`src/rtl/mips_pkg.sv`:
```
// mips_pkg: shared MIPS encodings, instruction field ranges and writeback extension ops
package mips_pkg;
  localparam int OP_HI = 31, OP_LO = 26;
  localparam int RS_HI = 25, RS_LO = 21;
  localparam int RT_HI = 20, RT_LO = 16;
  localparam int RD_HI = 15, RD_LO = 11;
  localparam int SH_HI = 10, SH_LO = 6;
  localparam int FN_HI = 5, FN_LO = 0;
  localparam int IMM_HI = 15, IMM_LO = 0;
  localparam logic [5:0] OP_RTYPE = 6'h00, OP_REGIMM = 6'h01, OP_JAL = 6'h03;
  localparam logic [5:0] OP_ADDI = 6'h08, OP_ADDIU = 6'h09, OP_SLTI = 6'h0a, OP_SLTIU = 6'h0b;
  localparam logic [5:0] OP_ANDI = 6'h0c, OP_ORI = 6'h0d, OP_XORI = 6'h0e, OP_LUI = 6'h0f;
  localparam logic [5:0] OP_LB = 6'h20, OP_LH = 6'h21, OP_LW = 6'h23, OP_LBU = 6'h24, OP_LHU = 6'h25;
  localparam logic [5:0] F_SLL = 6'h00, F_SRL = 6'h02, F_SRA = 6'h03, F_SLLV = 6'h04;
  localparam logic [5:0] F_SRLV = 6'h06, F_SRAV = 6'h07, F_JALR = 6'h09, F_MFHI = 6'h10, F_MFLO = 6'h12;
  localparam logic [5:0] F_ADD = 6'h20, F_ADDU = 6'h21, F_SUB = 6'h22, F_SUBU = 6'h23;
  localparam logic [5:0] F_AND = 6'h24, F_OR = 6'h25, F_XOR = 6'h26, F_NOR = 6'h27;
  localparam logic [5:0] F_SLT = 6'h2a, F_SLTU = 6'h2b;
  localparam logic [4:0] RT_BLTZAL = 5'h10;
  localparam logic [4:0] LINK_REG = 5'd31;
  typedef enum logic [2:0] {
    EXT_WORD = 3'b000,
    EXT_LHU  = 3'b001,
    EXT_LBU  = 3'b010,
    EXT_LH   = 3'b101,
    EXT_LB   = 3'b110
  } ext_op_e;
endpackage

```
`src/rtl/wb_load_ext.sv`:
```
// wb_load_ext: selects and extends the byte/halfword of a little-endian load word
module wb_load_ext
  import mips_pkg::*;
(
  input  ext_op_e     ext_op,
  input  logic [1:0]  addr,
  input  logic [31:0] word,
  output logic [31:0] data
);
  logic [7:0]  b;
  logic [15:0] h;
  always_comb begin
    b = word[{addr, 3'b000} +: 8];
    h = addr[1] ? word[31:16] : word[15:0];
    data = ext_op == EXT_LB  ? {{24{b[7]}}, b} :
           ext_op == EXT_LBU ? {24'h0, b} :
           ext_op == EXT_LH  ? {{16{h[15]}}, h} :
           ext_op == EXT_LHU ? {16'h0, h} : word;
  end
endmodule

```
`config.mk`:
```
export PLATFORM = sky130hd
export DESIGN_NAME = wb_load_ext
export DESIGN_NICKNAME = d
export VERILOG_FILES = /design/src/rtl/mips_pkg.sv /design/src/rtl/wb_load_ext.sv
export SDC_FILE = /design/constraint.sdc
export NUM_CORES = 1
export LEC_CHECK = 0
export BUFFER_PORTS_ARGS = -buffer_cell sky130_fd_sc_hd__buf_2
export CORE_MARGIN = 1
export CORE_UTILIZATION = 46
export DETAILED_ROUTE_END_ITERATION = 10
export GPL_ROUTABILITY_DRIVEN = 0
export PLACE_DENSITY = 0.95
export SLEW_MARGIN = 5
export SYNTH_ARGS = -nofsm -noshare
export SYNTH_HDL_FRONTEND = slang
export SYNTH_SLANG_ARGS = --single-unit
export TNS_END_PERCENT = 10
```
`constraint.sdc`:
```
create_clock -name vclk -period 1.7
set_clock_uncertainty 0.05 [all_clocks]
set_input_delay 0.085 -clock vclk [all_inputs]
set_output_delay 0.085 -clock vclk [all_outputs]
set_load 0.02 [all_outputs]
```
# Word-level counts from Yosys, hierarchy flattened
# Index checks and enable logic that the tools add are counted.
word_totals:
  elab_cells: 10
  memories: 0
  latchBits: 0
  output_inout_bits: 32
  inputBits: 37
  regBits: 0
  mem_bits_rw: 0
  mem_bits_ro: 0
op_classes:
  multipliers: 0
  add_sub_neg: 0
  magnitude_cmp: 0
  n_reduce_logical: 0
  muxes: 5
  n_div: 0
  n_eq_ne: 4
  shifts: 1
  n_bitwise: 0
ops:
  columns: ["operator", "n"]
  rows:
  - ["2-to-1 mux 32 bit", 4]
  - ["variable part select 32 x 6 -> 8 bit", 1]
  - ["2-to-1 mux 16 bit", 1]
  - ["equality test 3 bit, second input constant", 2]
  - ["equality test 3 x 1 -> 1 bit, second input constant", 1]
  - ["equality test 3 x 2 -> 1 bit, second input constant", 1]

# Depth between registers and ports, before layout
# Gate-level depths: netlist of run 1.
logic_depth:
  depth_word: 5
  mapped_depth: 6
  depth_no_buf: 3

# Least setup slack after synthesis of run 1
# OpenSTA, ideal clock, no wires.
synth_timing:
  path_kind: "input port to output port"
  from: "input port ext_op[0]"
  to: "output port data[6]"
  path_slack_ns: 0.322
  n_path_buf: 3
  required_ns: 1.565
  stages: 6
  arrival_time_ns: 1.243
  cell_sequence: "buf_2 nand3b_1 buf_4 buf_6 mux2i_1 o21ai_0"
synth_via:
  elab_chain_cells: 5
  elab_cells_between_ends: 8
  cone_classes: "4 x eq/ne; 4 x mux"
synth_rtl:
  columns: ["item", "line", "rtl"]
  rows:
  - ["start: declaration", "wb_load_ext.sv:5", "input ext_op_e ext_op,"]
  - ["equality test 3 x 1 -> 1 bit", "wb_load_ext.sv:18", "ext_op == EXT_LHU ? {16'h0, h} : word;"]
  - ["2-to-1 mux 32 bit", "wb_load_ext.sv:18", null]
  - ["2-to-1 mux 32 bit", "wb_load_ext.sv:17", "ext_op == EXT_LH ? {{16{h[15]}}, h} :"]
  - ["2-to-1 mux 32 bit", "wb_load_ext.sv:16", "ext_op == EXT_LBU ? {24'h0, b} :"]
  - ["2-to-1 mux 32 bit *", "wb_load_ext.sv:15", "data = ext_op == EXT_LB ? {{24{b[7]}}, b} :"]
  - ["end: declaration", "wb_load_ext.sv:8", "output logic [31:0] data"]
# Every way passes the cells marked *; elsewhere a longest branch is shown, timed or not.

# Worst setup path in the final report of run 1
layout_timing:
  from: "input port ext_op[0]"
  to: "output port data[29]"
# The elaborated chain is that of the path after synthesis.

==> results of run 1 <==
## metrics by stage
| step | total power, uW | util |
|---|---|---|
| after floorplan | 288 | - |
| after global placement | 425 | 0.703 |
| after detailed placement | 440 | 0.703 |
| after CTS | 441 | 0.703 |
| after global routing | 475 | 0.703 |
| final | 444 | 0.703 |
## worst max-delay path, delay by kind of cell
kind                   cells  cell delay (ps)
AND/OR/NAND/NOR            1              560
AO/OA/AOI/OAI              2              320
buffers and inverters      2              360
## power by group
part / internal (uW) / total, uW / switching [uW]
Combinational: 180 / 444 / 265
Clock: 0 / 0 / 0
Sequential: 0 / 0 / 0
## logic make-up (layout without fill, tap and decap cells)
kind of cell           Yosys count  after routing  synth area share
and+or+nand+nor                 14             14            0.0887
muxes                           35             35             0.509
buffers and inverters           14             75            0.0914
AOI/OAI and AO/OA               41             41             0.310
## layout make-up
type | instances | share of cell area
inverter | 1 | 0.00296
multi-input combinational | 90 | 0.670
timing repair buffer | 74 | 0.302
tap | 25 | 0.0247
## layer usage
layer,up-vias,GRT usage,part of all wire
met2,79,0.531,0.49
met4,0,0.0514,0.0075
li1,550,-,-
met3,6,0.0154,0.10
met1,532,0.348,0.40
met5,-,0,0
## path summary, 6_finish.rpt
check / slack, ps / endpoint / cells past startpoint / startpoint
setup / recovery: 230 / data[29] / 5 / ext_op[0]
hold / removal: 530 / data[6] / 4 / word[6]
## layout by cell type (no fill, tap or decap)
master    Yosys  layout
nand4b_2      1       1
a22oi_4       1       1
o211ai_2      1       1
a32oi_4       1       1
and3b_2       1       1
buf_4         1       5
mux2_4        2       2
o211ai_1     15      15
buf_2         4      69
and2_0        1       1
inv_1         1       1
mux2i_1      26      26
o21ai_0      23      23
nand3b_1      1       1
mux4_1        7       7
nand2_1       7       7
nor2b_2       0       1
nor2_1        1       1
and3_2        1       1
==> flow_summary.toml, run 1 <==
[outcome]
status = "completed"

[critical_path]
worst_setup_path_end_kind = "output pin"
worstPathMaxFanout = 16
crit_top_cell = "buf_2"
critPathKind = "primary input to output pin"
cp_slowest_cell = "nor2_1"
cp.required_ps = 1560
cp.arrival_ps = 1330
crit_path_start_kind = "primary input"
crit_chain = "buf_2 -> nor2_1 -> o21ai_0 -> o211ai_1 -> buf_2"
slowest_delay_ps = 560

[placement]
port_buffers = 69
placed_area_sq_um = 1270
dp_hpwl_mm = 2.62
dp_slack_ps = 265
post-place-cells = 190

[logic_synthesis]
yosysSeqAreaShare = 0
ys_warn_count = 0
syn_area_per_cell_sq_um = 8.95
yosys.area.top_type = "mux2i_1"
yosysTopAreaCellShare = 0.280
yosysUniqueCellTypes = 22
yosysMostFrequentCell = "mux2i_1"
synth_common_cells = "26 x mux2i_1, 23 x o21ai_0, 15 x o211ai_1, 7 x mux4_1, 7 x nand2_1"
synth_area_sq_um = 931
synthTopCellsByArea = "mux2i_1 28%, mux4_1 20%, o21ai_0 12%, o211ai_1 12%, buf_6 3.6%"
synthCells = 104
syn_nets = 141

[route]
wl_per_cell_um = 16.9
drt-total-wl_mm = 3.21
dr_total_vias = 1167
viasPerCell = 6.14
drt_iter0_markers = 37
antenna_left = 0
detail_route.first_pass.iterations = 4
drcViolationCount = 0

[sta]
grt_setup_unrepaired = "no"
finalSetupViolCount = 0
fin_crit_sh = 0.864
setup_tns_ps = 0
setup_slack_ps = 231
fmax_mhz = 681
relSlewSlack = 0.544
fin_crit_ps = 1470
worst_pin_slew_ps = 681
whs_ps = 534
finalMaxSlewViolations = 0
hold_viol = 0

[final_layout]
multi_input_area_sq_um = 848
n_antenna_cell = 0
num-fill-cells = 137
drive_gt1_frac = 0.503
final_net_count = 204
design.seq.count = 0
finalNonFillerCells = 190
clock_buffers = 0
register_area_sq_um = 0
fin_area_sq_um = 1270
area_growth_pct = 36.0

[power]
powerDensity_nw_per_um2 = 351
vdd_ir_drop_max_mv = 0.175
p_leak_uw = 0.000703

[global_routing]
grt_pass1_vias = 982
overflow = 0
antenna_found_initial = 0
grt_max_degree = 24
grt_usage = 0.280
grt_pass1_wl_mm = 4.50

[clock_network]
cts_setup_buffers = 0
cts_hold_buf = 0
post_cts_resized = 0

[die]
core_area_sq_um = 1800
die_y_um = 47.0
rows = 15
ios = 69
start_util = 0.517
die_x_um = 47.0
die_area_sq_um = 2210

[job]
cap_violations = 0

[worst_hold_path]
hp-class = "primary input to output pin"
(Power assumes the default switching activity.)
==> inputs of run 2 (changes only) <==
REMOVE_ABC_BUFFERS = 1   (was not set)
==> run 2 against run 1 <==
Worst setup slack worse by 62 ps. Routed wire length decreased by 1.7%. Die area did not move. First-iteration DRC count is 5.4% lower. Worst hold slack worse by 17 ps. Sequential share of layout area is the same. Cell count rose by 1.1%. Non-clock buffer count rose by 2. Power increased by 0.45%. Combinational power barely moved. Critical path depth did not move. Largest cell class unchanged. Largest power group unchanged.
==> flow_summary.toml, run 2 (synthesis results as in run 1) <==
[die]
core_area_sq_um = 1800
die_y_um = 47.0
rows = 15
ios = 69
start_util = 0.517
die_area_sq_um = 2210
die_x_um = 47.0

[sta]
fin_crit_ps = 1530
setup_slack_ps = 169
grt_setup_unrepaired = "no"
fmax_mhz = 653
hold_viol = 0
worst_pin_slew_ps = 830
setup_tns_ps = 0
fin_crit_sh = 0.901
finalMaxSlewViolations = 0
finalSetupViolCount = 0
relSlewSlack = 0.444

[critical_path]
worst_setup_path_end_kind = "output pin"
cp.required_ps = 1560
worstPathMaxFanout = 16
critPathKind = "primary input to output pin"
cp.arrival_ps = 1400
crit_path_start_kind = "primary input"

[final_layout]
register_area_sq_um = 0
final_cell_mix = "69 x buf_2, 26 x mux2i_1, 23 x o21ai_0, 15 x o211ai_1"
clock_buffers = 0
num-fill-cells = 135
layout_commonest_cell = "buf_2"
final_net_count = 206
n_antenna_cell = 0
design.seq.count = 0
drive_gt1_frac = 0.509
area_growth_pct = 37.6
final_util = 0.711

[job]
cap_violations = 0

[global_routing]
overflow = 0
grt_pass1_wl_mm = 4.44
antenna_found_initial = 0
grt_pass1_vias = 1020
grt_max_degree = 18
grt_usage = 0.274

[clock_network]
post_cts_resized = 0
cts_setup_buffers = 0
cts_hold_buf = 0

[route]
dr_total_vias = 1208
detail_route.first_pass.iterations = 4
wl_per_cell_um = 16.4
viasPerCell = 6.29
drt-total-wl_mm = 3.16
drcViolationCount = 0
antenna_left = 0
drt_iter0_markers = 35

[power]
powerDensity_nw_per_um2 = 348
internal_power_uw = 182
pwr-share-comb = 1.000
power_uw = 446
p_leak_uw = 0.000714
switching_share = 0.591
p_seq_frac = 0
power_switching_uw = 264
vdd_ir_drop_max_mv = 0.185
clockPowerShare = 0

[placement]
port_buffers = 69
dp_slack_ps = 180
dp_hpwl_mm = 2.42

[worst_hold_path]
hp-class = "primary input to output pin"

[outcome]
status = "completed"
-- run 2: power by group through the flow --
stage | combinational (uW) | clock [uW] | sequential, uW
3_5_place_dp | 443 | 0 | 0
6_report | 446 | 0 | 0
2_1_floorplan | 264 | 0 | 0
3_3_place_gp | 429 | 0 | 0
5_1_grt | 479 | 0 | 0
4_1_cts | 444 | 0 | 0
-- run 2: path summary, 6_finish.rpt --
kind	start	end	slack [ps]	depth (start not counted)
max	addr[1]	data[29]	170	5
min	word[28]	data[28]	520	4
-- run 2: worst max-delay path, stage by stage --
cell	delay, ps
buf_2	180
mux2_4	370
a22oi_4	430
o211ai_1	140
buf_2	190
-- run 2: metal layers --
| metal | up-vias | wire [um] | global-route usage |
|---|---|---|---|
| li1 | 551 | - | - |
| met1 | 585 | 1270 | 0.328 |
| met2 | 68 | 1610 | 0.497 |
| met3 | 4 | 249 | 0.0231 |
| met4 | 0 | 22 | 0.114 |
| met5 | - | 0 | 0 |
-- run 2: metrics by stage --
stage,hold slack [ps],std cells,instance area [sq um]
3_3_place_gp,519,192,1280
4_1_cts,524,192,1280
5_1_grt,555,192,1280
3_5_place_dp,523,192,1280
6_report,517,192,1280
2_1_floorplan,259,91,850
-- run 2: final cells by class --
class	instances	area, sq um	share of cell area
tap	25	31.3	0.0244
inverter	1	3.75	0.00293
timing repair buffer	76	398	0.311
multi-input combinational	90	848	0.662
==> inputs of run 3 (changes only) <==
==> constraint.sdc (replaced) <==
create_clock -name vclk -period 1.7
set_clock_uncertainty 0.05 [all_clocks]
set_input_delay 0.085 -clock vclk [all_inputs]
set_output_delay 0.085 -clock vclk [all_outputs]
set_load 0.1 [all_outputs]
==> run 3 against run 2 <==
The run now fails in detailed placement (3_5_place_dp). Synthesized area stayed put. Synthesized cell count unchanged.
==> flow_summary.toml, run 3 <==
[die]
die_x_um = 47.0
ios = 69
die_y_um = 47.0
rows = 15
start_util = 0.517

[logic_synthesis]
yosysMostFrequentCell = "mux2i_1"
syn_area_per_cell_sq_um = 8.95
yosysUniqueCellTypes = 22
synth_area_sq_um = 931
synthTopCellsByArea = "mux2i_1 28%, mux4_1 20%, o21ai_0 12%, o211ai_1 12%, buf_6 3.6%"
synthCells = 104
synth_common_cells = "26 x mux2i_1, 23 x o21ai_0, 15 x o211ai_1, 7 x mux4_1, 7 x nand2_1"
yosysSeqAreaShare = 0
yosysTopAreaCellShare = 0.280
yosys.area.top_type = "mux2i_1"
ys_warn_count = 0

[placement]
port_buffers = 69
dp_hpwl_mm = 3.65

[outcome]
status = "stopped before the end"
toolErrorMsg = "[ERROR DPL-0033] detailed placement checks failed during check placement."
failed_stage = "detailed placement (3_5_place_dp)"
==> run 3: cell families after synthesis <==
logic type             Yosys count  synth area share
buffers and inverters           14            0.0914
AND/OR/NAND/NOR                 14            0.0887
AO/OA/AOI/OAI                   41             0.310
multiplexers                    35             0.509
==> run 3: stage by stage <==
stage | cells | setup slack, ps | hold slack [ps] | TNS [ps]
global placement | 190 | 118 | 576 | 0
floorplan | 91 | -1530 | 586 | -27450
==> inputs of run 4 (changes only) <==
CORE_AREA = 2 2 63 65   (was not set)
CORE_MARGIN = not set   (was 1)
CORE_UTILIZATION = not set   (was 46)
DIE_AREA = 0 0 65 67   (was not set)
PLACE_DENSITY = not set   (was 0.95)
PLACE_DENSITY_LB_ADDON = 0.15   (was not set)
==> run 4 against run 3 <==
The flow now finishes without violations.
==> flow_summary.toml, run 4 (synthesis results as in run 1) <==
[critical_path]
cp.arrival_ps = 1440
critPathKind = "primary input to output pin"
cp.required_ps = 1560
crit_path_start_kind = "primary input"
worst_setup_path_end_kind = "output pin"
worstPathMaxFanout = 16

[final_layout]
final_cell_mix = "37 x buf_2, 32 x buf_12, 26 x mux2i_1, 23 x o21ai_0, 15 x o211ai_1"
n_antenna_cell = 0
register_area_sq_um = 0
area_growth_pct = 93.1
layout_commonest_cell = "buf_2"
clock_buffers = 0
drive_gt1_frac = 0.512
fin_area_sq_um = 1800
final_net_count = 207
design.seq.count = 0
finalNonFillerCells = 216

[die]
core_area_sq_um = 3610
rows = 22
die_x_um = 65
ios = 69
start_util = 0.258
die_area_sq_um = 4360
die_y_um = 67

[route]
antenna_left = 0
viasPerCell = 5.21
detail_route.first_pass.iterations = 4
drt-total-wl_mm = 3.44
drcViolationCount = 0
drt_iter0_markers = 34
wl_per_cell_um = 15.9
dr_total_vias = 1126

[sta]
finalSetupViolCount = 0
setup_slack_ps = 127
finalMaxSlewViolations = 0
grt_setup_unrepaired = "no"
fmax_mhz = 636
worst_pin_slew_ps = 475
fin_crit_sh = 0.925
whs_ps = 581
relSlewSlack = 0.683
fin_crit_ps = 1570
hold_viol = 0

[power]
powerDensity_nw_per_um2 = 665
power_uw = 1200
vdd_ir_drop_max_mv = 0.298
p_leak_uw = 0.000871

[global_routing]
grt_pass1_wl_mm = 5.59
grt_max_degree = 18
grt_pass1_vias = 1161
antenna_found_initial = 0
grt_usage = 0.159
overflow = 0

[placement]
port_buffers = 69
dp_hpwl_mm = 2.78
post-place-cells = 216
dp_slack_ps = 112
placed_area_sq_um = 1800

[outcome]
status = "completed"

[clock_network]
cts_setup_buffers = 0

[worst_hold_path]
hp-class = "primary input to output pin"

[job]
cap_violations = 0
==> run 4: final cells by class <==
cell class / count / area (sq um)
Multi-Input combinational cell: 90 / 848
Inverter: 1 / 3.75
Tap cell: 48 / 60.1
Fill cell: 350 / 1810
Timing Repair Buffer: 77 / 886
==> run 4: worst max-delay path, stage by stage <==
cell and delay, ps:
buf_2 140, mux2_4 360, a22oi_4 430, o211ai_1 210
buf_12 210
==> run 4: path summary, 6_finish.rpt <==
check	startpoint	end	slack, ps	cells after the start
worst max-delay path	addr[1]	data[27]	130	5
worst min-delay path	word[21]	data[21]	580	4
==> run 4: through the flow <==
stage	util	setup TNS (ps)
4_1_cts	0.499	0
5_1_grt	0.499	0
2_1_floorplan	-	-27450
3_3_place_gp	0.499	0
6_report	0.499	0
3_5_place_dp	0.499	0
==> run 4: metal layers <==
layer | global-route usage | routed length [um] | vias to the layer above | share of wire
met2 | 0.304 | 1710 | 39 | 0.50
met3 | 0.0135 | 224 | 0 | 0.065
li1 | - | - | 558 | -
met1 | 0.205 | 1500 | 529 | 0.44
met5 | 0 | 0 | - | 0
met4 | 0 | 0 | 0 | 0
==> run 4: what timing repair did <==
| item | 4_1_cts | 5_1_grt |
|---|---|---|
| hold buffers | 0 | 0 |
| resized for setup | 0 | 1 |
| endpoints found under the setup margin | 0 | 2 |
| hold endpoints to repair | 0 | 0 |
==> run 4: power breakdown <==
group          internal [uW]  leakage [uW]  total, uW  switching [uW]
combinational            416      0.000871       1200             779
clock                      0             0          0               0
sequential                 0             0          0               0
